## src/rtl/rr_grant_collector_pkg.sv

```systemverilog
// Shared types and helpers for the round-robin grant collector.
// Channel count, index width, FIFO entry layout and grant-vector decoding.
package rr_grant_collector_pkg;

    localparam int N_CH    = 4;
    localparam int CH_W    = 2;
    localparam int DW_DFLT = 32;

    typedef struct packed {
        logic [CH_W-1:0]    chan;
        logic [DW_DFLT-1:0] data;
    } entry_t;

    function automatic logic is_onehot(input logic [N_CH-1:0] v);
        logic [N_CH-1:0] v_m1;
        v_m1 = v - {{(N_CH-1){1'b0}}, 1'b1};
        return (v != {N_CH{1'b0}}) && ((v & v_m1) == {N_CH{1'b0}});
    endfunction

    function automatic logic [CH_W-1:0] onehot_to_idx(input logic [N_CH-1:0] v);
        logic [CH_W-1:0] idx;
        idx = {CH_W{1'b0}};
        for (int i = 0; i < N_CH; i++) begin
            if (v[i]) begin
                idx = CH_W'(i);
            end else begin
                idx = idx;
            end
        end
        return idx;
    endfunction

endpackage

```

## src/rtl/rr_grant_collector_fifo.sv

```systemverilog
// Synchronous FIFO with registered storage; head is read straight from storage.
// A push while full is accepted only when a pop frees the head slot in the same cycle.
module rr_sync_fifo #(
    parameter int WIDTH = 34,
    parameter int DEPTH = 4
) (
    input  logic                       clk,
    input  logic                       rst_an,
    input  logic                       push_i,
    input  logic [WIDTH-1:0]           data_i,
    input  logic                       pop_i,
    output logic                       full_o,
    output logic                       empty_o,
    output logic [$clog2(DEPTH):0]     count_o,
    output logic [WIDTH-1:0]           head_o
);

    localparam int AW = $clog2(DEPTH);

    logic [WIDTH-1:0] mem_q [DEPTH];
    logic [AW-1:0]    wr_ptr_q;
    logic [AW-1:0]    rd_ptr_q;
    logic [AW:0]      count_q;
    logic [AW:0]      count_d;
    logic             wr_en_s;
    logic             rd_en_s;

    assign full_o  = (count_q == (AW+1)'(DEPTH));
    assign empty_o = (count_q == {(AW+1){1'b0}});
    assign count_o = count_q;
    assign head_o  = mem_q[rd_ptr_q];

    // Write/read enables and next occupancy
    always_comb begin
        wr_en_s = push_i & (~full_o | pop_i);
        rd_en_s = pop_i & ~empty_o;
        case ({wr_en_s, rd_en_s})
            2'b10:   count_d = count_q + (AW+1)'(1);
            2'b01:   count_d = count_q - (AW+1)'(1);
            default: count_d = count_q;
        endcase
    end

    // Storage, pointers and occupancy registers
    always_ff @(posedge clk or negedge rst_an) begin
        if (!rst_an) begin
            for (int i = 0; i < DEPTH; i++) begin
                mem_q[i] <= {WIDTH{1'b0}};
            end
            wr_ptr_q <= {AW{1'b0}};
            rd_ptr_q <= {AW{1'b0}};
            count_q  <= {(AW+1){1'b0}};
        end else begin
            if (wr_en_s) begin
                mem_q[wr_ptr_q] <= data_i;
                wr_ptr_q        <= wr_ptr_q + AW'(1);
            end
            if (rd_en_s) begin
                rd_ptr_q <= rd_ptr_q + AW'(1);
            end
            count_q <= count_d;
        end
    end

endmodule

```

## src/rtl/rr_grant_collector.sv

```systemverilog
// Collects arbiter grants into a FIFO, acks the granted requester and filters
// raw requests so a channel is not re-granted before it drops its request.
module rr_grant_collector
    import rr_grant_collector_pkg::*;
#(
    parameter int DW    = 32,
    parameter int DEPTH = 4
) (
    input  logic                 clk,
    input  logic                 rst_an,
    input  logic [N_CH-1:0]      req,
    input  logic [N_CH*DW-1:0]   in_data,
    output logic [N_CH-1:0]      arb_req,
    input  logic [N_CH-1:0]      grant,
    output logic [N_CH-1:0]      ack,
    output logic                 out_valid,
    input  logic                 out_ready,
    output logic [DW-1:0]        out_data,
    output logic [CH_W-1:0]      out_chan,
    output logic                 grant_err,
    output logic                 ovf_err
);

    localparam int CW = $clog2(DEPTH) + 1;

    typedef struct packed {
        logic [CH_W-1:0] chan;
        logic [DW-1:0]   data;
    } lentry_t;

    lentry_t         wr_entry_s;
    lentry_t         head_s;
    logic [CW-1:0]   count_s;
    logic            full_s;
    logic            empty_s;
    logic            pop_s;
    logic            push_s;
    logic            grant_multi_s;
    logic            space_s;
    logic [CW:0]     fill_s;
    logic [CH_W-1:0] grant_idx_s;

    logic [N_CH-1:0] pend_q,      pend_d;
    logic [N_CH-1:0] ack_q,       ack_d;
    logic            grant_err_q, grant_err_d;
    logic            ovf_err_q,   ovf_err_d;

    // Grant decode, request filter and next-state for flags and ack
    always_comb begin
        push_s        = is_onehot(grant);
        grant_multi_s = (grant != {N_CH{1'b0}}) & ~push_s;
        grant_idx_s   = onehot_to_idx(grant);
        pop_s         = ~empty_s & out_ready;
        // Pop is deliberately ignored so the grant already in flight always fits.
        fill_s        = {1'b0, count_s} + {{CW{1'b0}}, push_s};
        space_s       = (fill_s < (CW+1)'(DEPTH));
        arb_req       = req & ~pend_q & ~grant & {N_CH{space_s}};

        wr_entry_s.chan = grant_idx_s;
        wr_entry_s.data = in_data[grant_idx_s*DW +: DW];

        pend_d = grant | (pend_q & req);
        if (push_s && (!full_s || pop_s)) begin
            ack_d = grant;
        end else begin
            ack_d = {N_CH{1'b0}};
        end
        grant_err_d = grant_err_q | grant_multi_s;
        ovf_err_d   = ovf_err_q | (push_s & full_s & ~pop_s);
    end

    // Pending, ack and sticky error registers
    always_ff @(posedge clk or negedge rst_an) begin
        if (!rst_an) begin
            pend_q      <= {N_CH{1'b0}};
            ack_q       <= {N_CH{1'b0}};
            grant_err_q <= 1'b0;
            ovf_err_q   <= 1'b0;
        end else begin
            pend_q      <= pend_d;
            ack_q       <= ack_d;
            grant_err_q <= grant_err_d;
            ovf_err_q   <= ovf_err_d;
        end
    end

    rr_sync_fifo #(
        .WIDTH ($bits(lentry_t)),
        .DEPTH (DEPTH)
    ) u_fifo (
        .clk     (clk),
        .rst_an  (rst_an),
        .push_i  (push_s),
        .data_i  (wr_entry_s),
        .pop_i   (pop_s),
        .full_o  (full_s),
        .empty_o (empty_s),
        .count_o (count_s),
        .head_o  (head_s)
    );

    assign ack       = ack_q;
    assign grant_err = grant_err_q;
    assign ovf_err   = ovf_err_q;
    assign out_valid = ~empty_s;
    assign out_data  = head_s.data;
    assign out_chan  = head_s.chan;

endmodule

```

## config.mk

```make
export PLATFORM = sky130hd
export DESIGN_NAME = rr_grant_collector
export DESIGN_NICKNAME = d
export VERILOG_FILES = /design/src/rtl/rr_grant_collector_pkg.sv /design/src/rtl/rr_grant_collector_fifo.sv /design/src/rtl/rr_grant_collector.sv
export SDC_FILE = /design/constraint.sdc
export NUM_CORES = 1
export LEC_CHECK = 0
export CAP_MARGIN = 40
export CELL_PAD_IN_SITES_DETAIL_PLACEMENT = 1
export CELL_PAD_IN_SITES_GLOBAL_PLACEMENT = 1
export CORE_UTILIZATION = 41
export CTS_CLUSTER_DIAMETER = 200
export DETAILED_ROUTE_END_ITERATION = 10
export GPL_ROUTABILITY_DRIVEN = 0
export PLACE_DENSITY = 0.82
export SETUP_SLACK_MARGIN = 0.1
export SLEW_MARGIN = 20
export SYNTH_ARGS = -nofsm -noshare
export SYNTH_HDL_FRONTEND = slang
export SYNTH_SLANG_ARGS = --single-unit
```

## constraint.sdc

```tcl
create_clock -name clk -period 3.5 [get_ports clk]
set_input_delay 0.35 -clock clk [delete_from_list [all_inputs] [get_ports clk]]
set_output_delay 0.35 -clock clk [all_outputs]
set_load 0.01 [all_outputs]
```

==> impl_metrics.py, run 1 <==
metrics = {
    "sta": {
        "final_hold_viol_count": 0,
        "fmax_mhz": 335,
        "slew_violations": 0,
        "rsz0062_at_grt": "no",
        "setup_tns_ps": 0,
        "fin_crit_ps": 2980,
        "post-route-period-util_pct": 85.3,
        "slew_headroom_pct": 57.6,
        "tightestPinTransition_ps": 636,
        "skew_ps": 14.4,
        "finalSetupViolations": 0,
        "hold_slack_ps": 345,
    },
    "yosys": {
        "synth-seq-cells": 153,
        "synth_top_family_by_area": "multiplexers",
        "synth_top_cells_by_count": "153 x dfrtp_1, 129 x mux2_2, 34 x mux4_2",
        "synth_most_common_cell": "dfrtp_1",
        "synthMuxAreaShare_pct": 35.3,
        "yosysUniqueCellTypes": 32,
        "yosys.area.top_type_share_pct": 50.6,
        "seq_area_frac_synth_pct": 50.6,
        "syn_area_um2": 7570,
        "syn_area_per_cell_um2": 14.5,
        "syn_inst": 522,
        "synthArstFlopShare_pct": 100,
        "yosysTopAreaCell": "dfrtp_1",
        "synth_simple_gate_area_share_pct": 2.89,
        "synthTopCellsByArea": "dfrtp_1 51%, mux2_2 19%, mux4_2 10%",
        "yosysWarnings": 0,
        "synth_fa_ha_area_share_pct": 1.09,
        "synthFlopType": "dfrtp_1",
        "syn_nets": 667,
        "synth_compound_area_share_pct": 5.64,
        "synth_xor_area_share_pct": 0.810,
        "synth_edf_count": 0,
    },
    "final_layout": {
        "synthToLayoutAreaGrowth_pct": 36.6,
        "drive_gt1_share_pct": 32.2,
        "insertedDiodeCount": 0,
        "final_nets": 851,
    },
    "route": {
        "dr.pass1.iters": 4,
        "vias_per_cell": 5.52,
        "avgRoutedWirePerCell_um": 21.7,
        "ant_nets": 0,
        "drc_errors": 0,
        "routed_wl_um": 20600,
        "drt_iter0_markers": 216,
        "num_vias": 5224,
    },
    "setup_path": {
        "crit-reg2reg-launch": "u_fifo.count_o[1]",
        "r2r_end": "u_fifo.count_o[2]",
        "required_ps": 3150,
        "critPathKind": "in2out",
        "worst-r2r-cell-count": 10,
        "critPathArrivalTime_ps": 2630,
        "cp-end-kind": "output pin",
        "cp_max_fo": 11,
        "cp-start-kind": "input pin",
        "r2r_slack_ps": 890,
    },
    "cts": {
        "ctsRootBufferMaster": "clkbuf_16",
        "cts.sinks": 153,
        "cts_resized": 0,
        "htreeDepth": 4,
        "cts_hold_buffers": 1,
        "cts_buffers": 17,
        "path_clk_slew_ps": 60,
        "clk_path_buf_depth": 2,
        "insertion_delay_ps": 430,
        "post_cts_buffers": 0,
        "cts_tree": "yes",
    },
    "global_routing": {
        "grt_pass1_wl_um": 32000,
        "grt_overflow": 0,
        "grt_max_degree": 83,
        "first_global_vias": 5979,
        "antenna_found_initial": 0,
        "grt_usage_pct": 23.1,
    },
    "pwr": {
        "powerDensity_nw_per_um2": 871,
        "seqPwrFrac_pct": 35.8,
        "p_leak_nw": 4.15,
        "clkPwrFrac_pct": 22.2,
        "ir_drop_uv": 438,
        "p_comb_share_pct": 42.0,
        "swShare_pct": 30.2,
        "p_int_mw": 6.29,
        "p_sw_mw": 2.71,
    },
    "die": {
        "initial_core_util_pct": 42.0,
        "die_x_um": 138,
        "die_h_um": 138,
        "die_area_um2": 19000,
        "coreArea_um2": 18000,
        "ios": 184,
        "num_rows": 49,
    },
    "run": {
        "maxCapViolations": 0,
    },
    "placement": {
        "hpwl_um": 14200,
        "portBuffers": 183,
    },
    "status": {
        "status": "finished, final reports clean",
    },
    "worst_hold_path": {
        "hp-class": "in2async",
    },
}
==> power by group through the flow <==
stage | clock [mW] | sequential, mW | combinational, mW
3_5_place_dp | 0 | 3.23 | 3.78
4_1_cts | 2.03 | 3.23 | 3.84
3_3_place_gp | 0 | 3.15 | 3.57
6_report | 2.00 | 3.22 | 3.78
2_1_floorplan | 0 | 2.94 | 2.35
5_1_grt | 2.10 | 3.34 | 4.02
==> layer usage <==
metal	track usage, %	vias up	wire length [um]
li1	-	2318	-
met1	26.8	2761	8260
met2	43.2	125	11300
met3	4.05	20	772
met4	6.34	0	265
met5	0	-	0
==> kinds of logic (layout without fill, tap and decap cells) <==
| logic type | Yosys count | count (layout) |
|---|---|---|
| AOI/OAI and AO/OA | 72 | 72 |
| xor gates and xnor gates | 7 | 7 |
| adders and majority gates | 6 | 6 |
| buffers and inverters | 45 | 241 |
| DFF | 153 | 153 |
| muxes | 204 | 204 |
| and+or+nand+nor | 35 | 35 |
==> worst max-delay path, cell delays in order <==
cell and delay, ps:
clkdlybuf4s50_1 760, xor2_1 180, a211oi_4 290, o21bai_1 180, nor4b_1 300, clkdlybuf4s50_1 580
==> worst max-delay path by stage <==
| stage | from | end | slack [ps] |
|---|---|---|---|
| after global routing | grant[2] | arb_req[0] | 350 |
| after CTS | grant[2] | arb_req[3] | 510 |
| after global placement | grant[2] | u_fifo.count_o[2] | 440 |
| after detailed placement | grant[2] | u_fifo.count_o[2] | 290 |
| final | grant[2] | arb_req[3] | 520 |
| after floorplan | grant[3] | u_fifo.count_o[2] | 1000 |
==> registers in the layout, summed over array words and instances, names as in the netlist <==
signal           cells
ack                  4
grant_err            1
ovf_err              1
pend_q               4
u_fifo.count_o       3
u_fifo.mem_q       136
u_fifo.rd_ptr_q      2
u_fifo.wr_ptr_q      2
==> cell type report <==
cell class | instances | area, um2
multi-input combinational | 324 | 3470
timing repair buffer | 201 | 2080
fill | 1704 | 7690
sequential | 153 | 3830
inverter | 9 | 33.8
clock buffer | 19 | 443
clock inverter | 12 | 199
tap | 229 | 287
==> per-stage QoR <==
stage | instance area [um2] | setup WS, ps | instances | utilization, % | power [mW]
after floorplan | 7570 | 1000 | 522 | - | 5.29
after global placement | 9600 | 440 | 912 | 53.3 | 6.72
after detailed placement | 9680 | 291 | 915 | 53.7 | 7.02
after CTS | 10300 | 509 | 947 | 57.3 | 9.10
after global routing | 10300 | 350 | 947 | 57.3 | 9.46
final | 10300 | 516 | 947 | 57.3 | 9.00
==> layout by cell type, fill, tap and decap left out, drive strengths merged, types with 6 or more instances in the layout <==
cell type and instances:
dfrtp 153, mux4 34, nor4b 6, nand2 10, inv 8, clkbuf 19, clkdlybuf4s50 181, mux2i 33
a21oi 33, mux2 137, nor2 9, o22ai 33, buf 19
(Power assumes the default switching activity.)
==> run 2, diff against run 1 <==
--- a/config.mk
+++ b/config.mk
@@ -5,7 +5,6 @@
 export SDC_FILE = /design/constraint.sdc
 export NUM_CORES = 1
 export LEC_CHECK = 0
-export CAP_MARGIN = 40
 export CELL_PAD_IN_SITES_DETAIL_PLACEMENT = 1
 export CELL_PAD_IN_SITES_GLOBAL_PLACEMENT = 1
 export CORE_UTILIZATION = 41
==> run 2 against run 1 <==
- non-clock buffer count fell by 4
- fmax decreased by 2.4%
- wire length barely moved
- highest routed layer unchanged
==> impl_metrics.py, run 2 (synthesized netlist as in run 1, its figures left out) <==
metrics = {
    "sta": {
        "setup_tns_ps": 0,
        "hold_slack_ps": 14.3,
        "fin_crit_ps": 3060,
        "fmax_mhz": 327,
        "finalSetupViolations": 0,
        "skew_ps": 10.4,
        "slew_violations": 0,
        "post-route-period-util_pct": 87.4,
        "slew_headroom_pct": 33.1,
        "rsz0062_at_grt": "no",
        "tightestPinTransition_ps": 1000,
        "final_hold_viol_count": 0,
    },
    "pwr": {
        "p_leak_nw": 4.11,
        "powerDensity_nw_per_um2": 870,
        "swShare_pct": 30.2,
        "ir_drop_uv": 403,
        "p_comb_share_pct": 41.4,
        "clkPwrFrac_pct": 22.0,
        "seqPwrFrac_pct": 36.6,
        "p_int_mw": 6.22,
        "p_sw_mw": 2.69,
    },
    "setup_path": {
        "r2r_end": "u_fifo.count_o[2]",
        "slowest_stage": "clkdlybuf4s50_1",
        "required_ps": 3150,
        "critPathArrivalTime_ps": 2710,
        "startpoint": "grant[2]",
        "worst-r2r-cell-count": 10,
        "cp_max_fo": 11,
        "critPathKind": "in2out",
        "crit_path_cell_trace": "clkdlybuf4s50_1 > xor2_1 > a211oi_4 > o21bai_1 > nor4b_1 > clkdlybuf4s50_1",
        "path_buf_inv": 2,
        "crit-reg2reg-launch": "u_fifo.count_o[0]",
        "cp_common_cell": "clkdlybuf4s50_1",
        "cp-end-kind": "output pin",
        "critPathMaxStageDelay_ps": 750,
        "r2r_slack_ps": 860,
        "cpLargestDelayFamily": "buffers and inverters",
        "cp-start-kind": "input pin",
    },
    "worst_hold_path": {
        "hp-class": "in2async",
    },
    "cts": {
        "ctsRootBufferMaster": "clkbuf_16",
        "path_clk_slew_ps": 60,
        "cts_tree": "yes",
        "post_cts_buffers": 0,
        "cts_resized": 0,
        "htreeDepth": 4,
        "cts_hold_buffers": 0,
        "clk_path_buf_depth": 2,
        "cts_buffers": 17,
        "insertion_delay_ps": 430,
        "cts.sinks": 153,
    },
    "final_layout": {
        "regMostFlops": "u_fifo.mem_q",
        "insertedDiodeCount": 0,
        "final_cell_mix": "181 x clkdlybuf4s50_1, 151 x dfrtp_1, 129 x mux2_2, 34 x mux4_2",
        "drive_gt1_share_pct": 32.1,
        "layout_commonest_cell": "clkdlybuf4s50_1",
        "largest_register_ffs": 136,
        "fillers": 1742,
        "final_nets": 847,
        "synthToLayoutAreaGrowth_pct": 35.3,
    },
    "route": {
        "vias_per_cell": 5.54,
        "drc_errors": 0,
        "dr.pass1.iters": 6,
        "drt_iter0_markers": 228,
        "ant_nets": 0,
        "avgRoutedWirePerCell_um": 21.8,
        "routed_wl_um": 20600,
        "num_vias": 5227,
    },
    "placement": {
        "portBuffers": 183,
        "hpwl_um": 13900,
    },
    "global_routing": {
        "first_global_vias": 6050,
        "grt_overflow": 0,
        "grt_max_degree": 104,
        "antenna_found_initial": 0,
        "grt_pass1_wl_um": 32500,
        "grt_usage_pct": 23.3,
    },
    "die": {
        "initial_core_util_pct": 42.0,
        "ios": 184,
        "die_area_um2": 19000,
        "die_h_um": 138,
        "num_rows": 49,
        "die_x_um": 138,
        "coreArea_um2": 18000,
    },
    "run": {
        "maxCapViolations": 0,
    },
    "status": {
        "status": "finished, final reports clean",
    },
}
## run 2: layer usage
metal / routed length [um] / vias up / GRT usage, %
li1: - / 2320 / -
met1: 7950 / 2736 / 26.5
met2: 11300 / 144 / 43.0
met3: 998 / 27 / 5.15
met4: 364 / 0 / 7.67
met5: 0 / - / 0
## run 2: power groups by stage
stage,Clock (mW),Sequential [mW],Combinational [mW]
4_1_cts,1.99,3.27,3.75
3_3_place_gp,0,3.15,3.57
2_1_floorplan,0,2.94,2.35
5_1_grt,2.07,3.38,3.94
3_5_place_dp,0,3.28,3.70
6_report,1.96,3.26,3.68
## run 2: how the worst max path moves through the flow
stage	end	slack (ps)	cells after the start
2_1_floorplan	u_fifo.count_o[2]	1000	11
3_3_place_gp	u_fifo.count_o[2]	440	12
3_5_place_dp	u_fifo.count_o[2]	280	12
4_1_cts	arb_req[3]	430	6
5_1_grt	arb_req[3]	290	6
6_report	arb_req[3]	440	6
## run 2: area by class of cell
class | count | area [um2] | share of cell area [%]
Clock buffer | 20 | 467 | 4.56
Inverter | 9 | 33.8 | 0.330
Multi-Input combinational cell | 324 | 3470 | 33.9
Sequential cell | 153 | 3830 | 37.4
Timing Repair Buffer | 197 | 1980 | 19.4
Tap cell | 229 | 287 | 2.80
Clock inverter | 11 | 170 | 1.66
## run 2: through the flow
stage / setup WS (ps) / instance area (um2) / power (mW) / cells / utilization, %
after global routing: 292 / 10200 / 9.39 / 943 / 56.8
after CTS: 433 / 10200 / 9.01 / 943 / 56.8
after global placement: 440 / 9600 / 6.72 / 912 / 53.3
after detailed placement: 281 / 9600 / 6.98 / 912 / 53.3
after floorplan: 1000 / 7570 / 5.29 / 522 / -
final: 441 / 10200 / 8.91 / 943 / 56.8
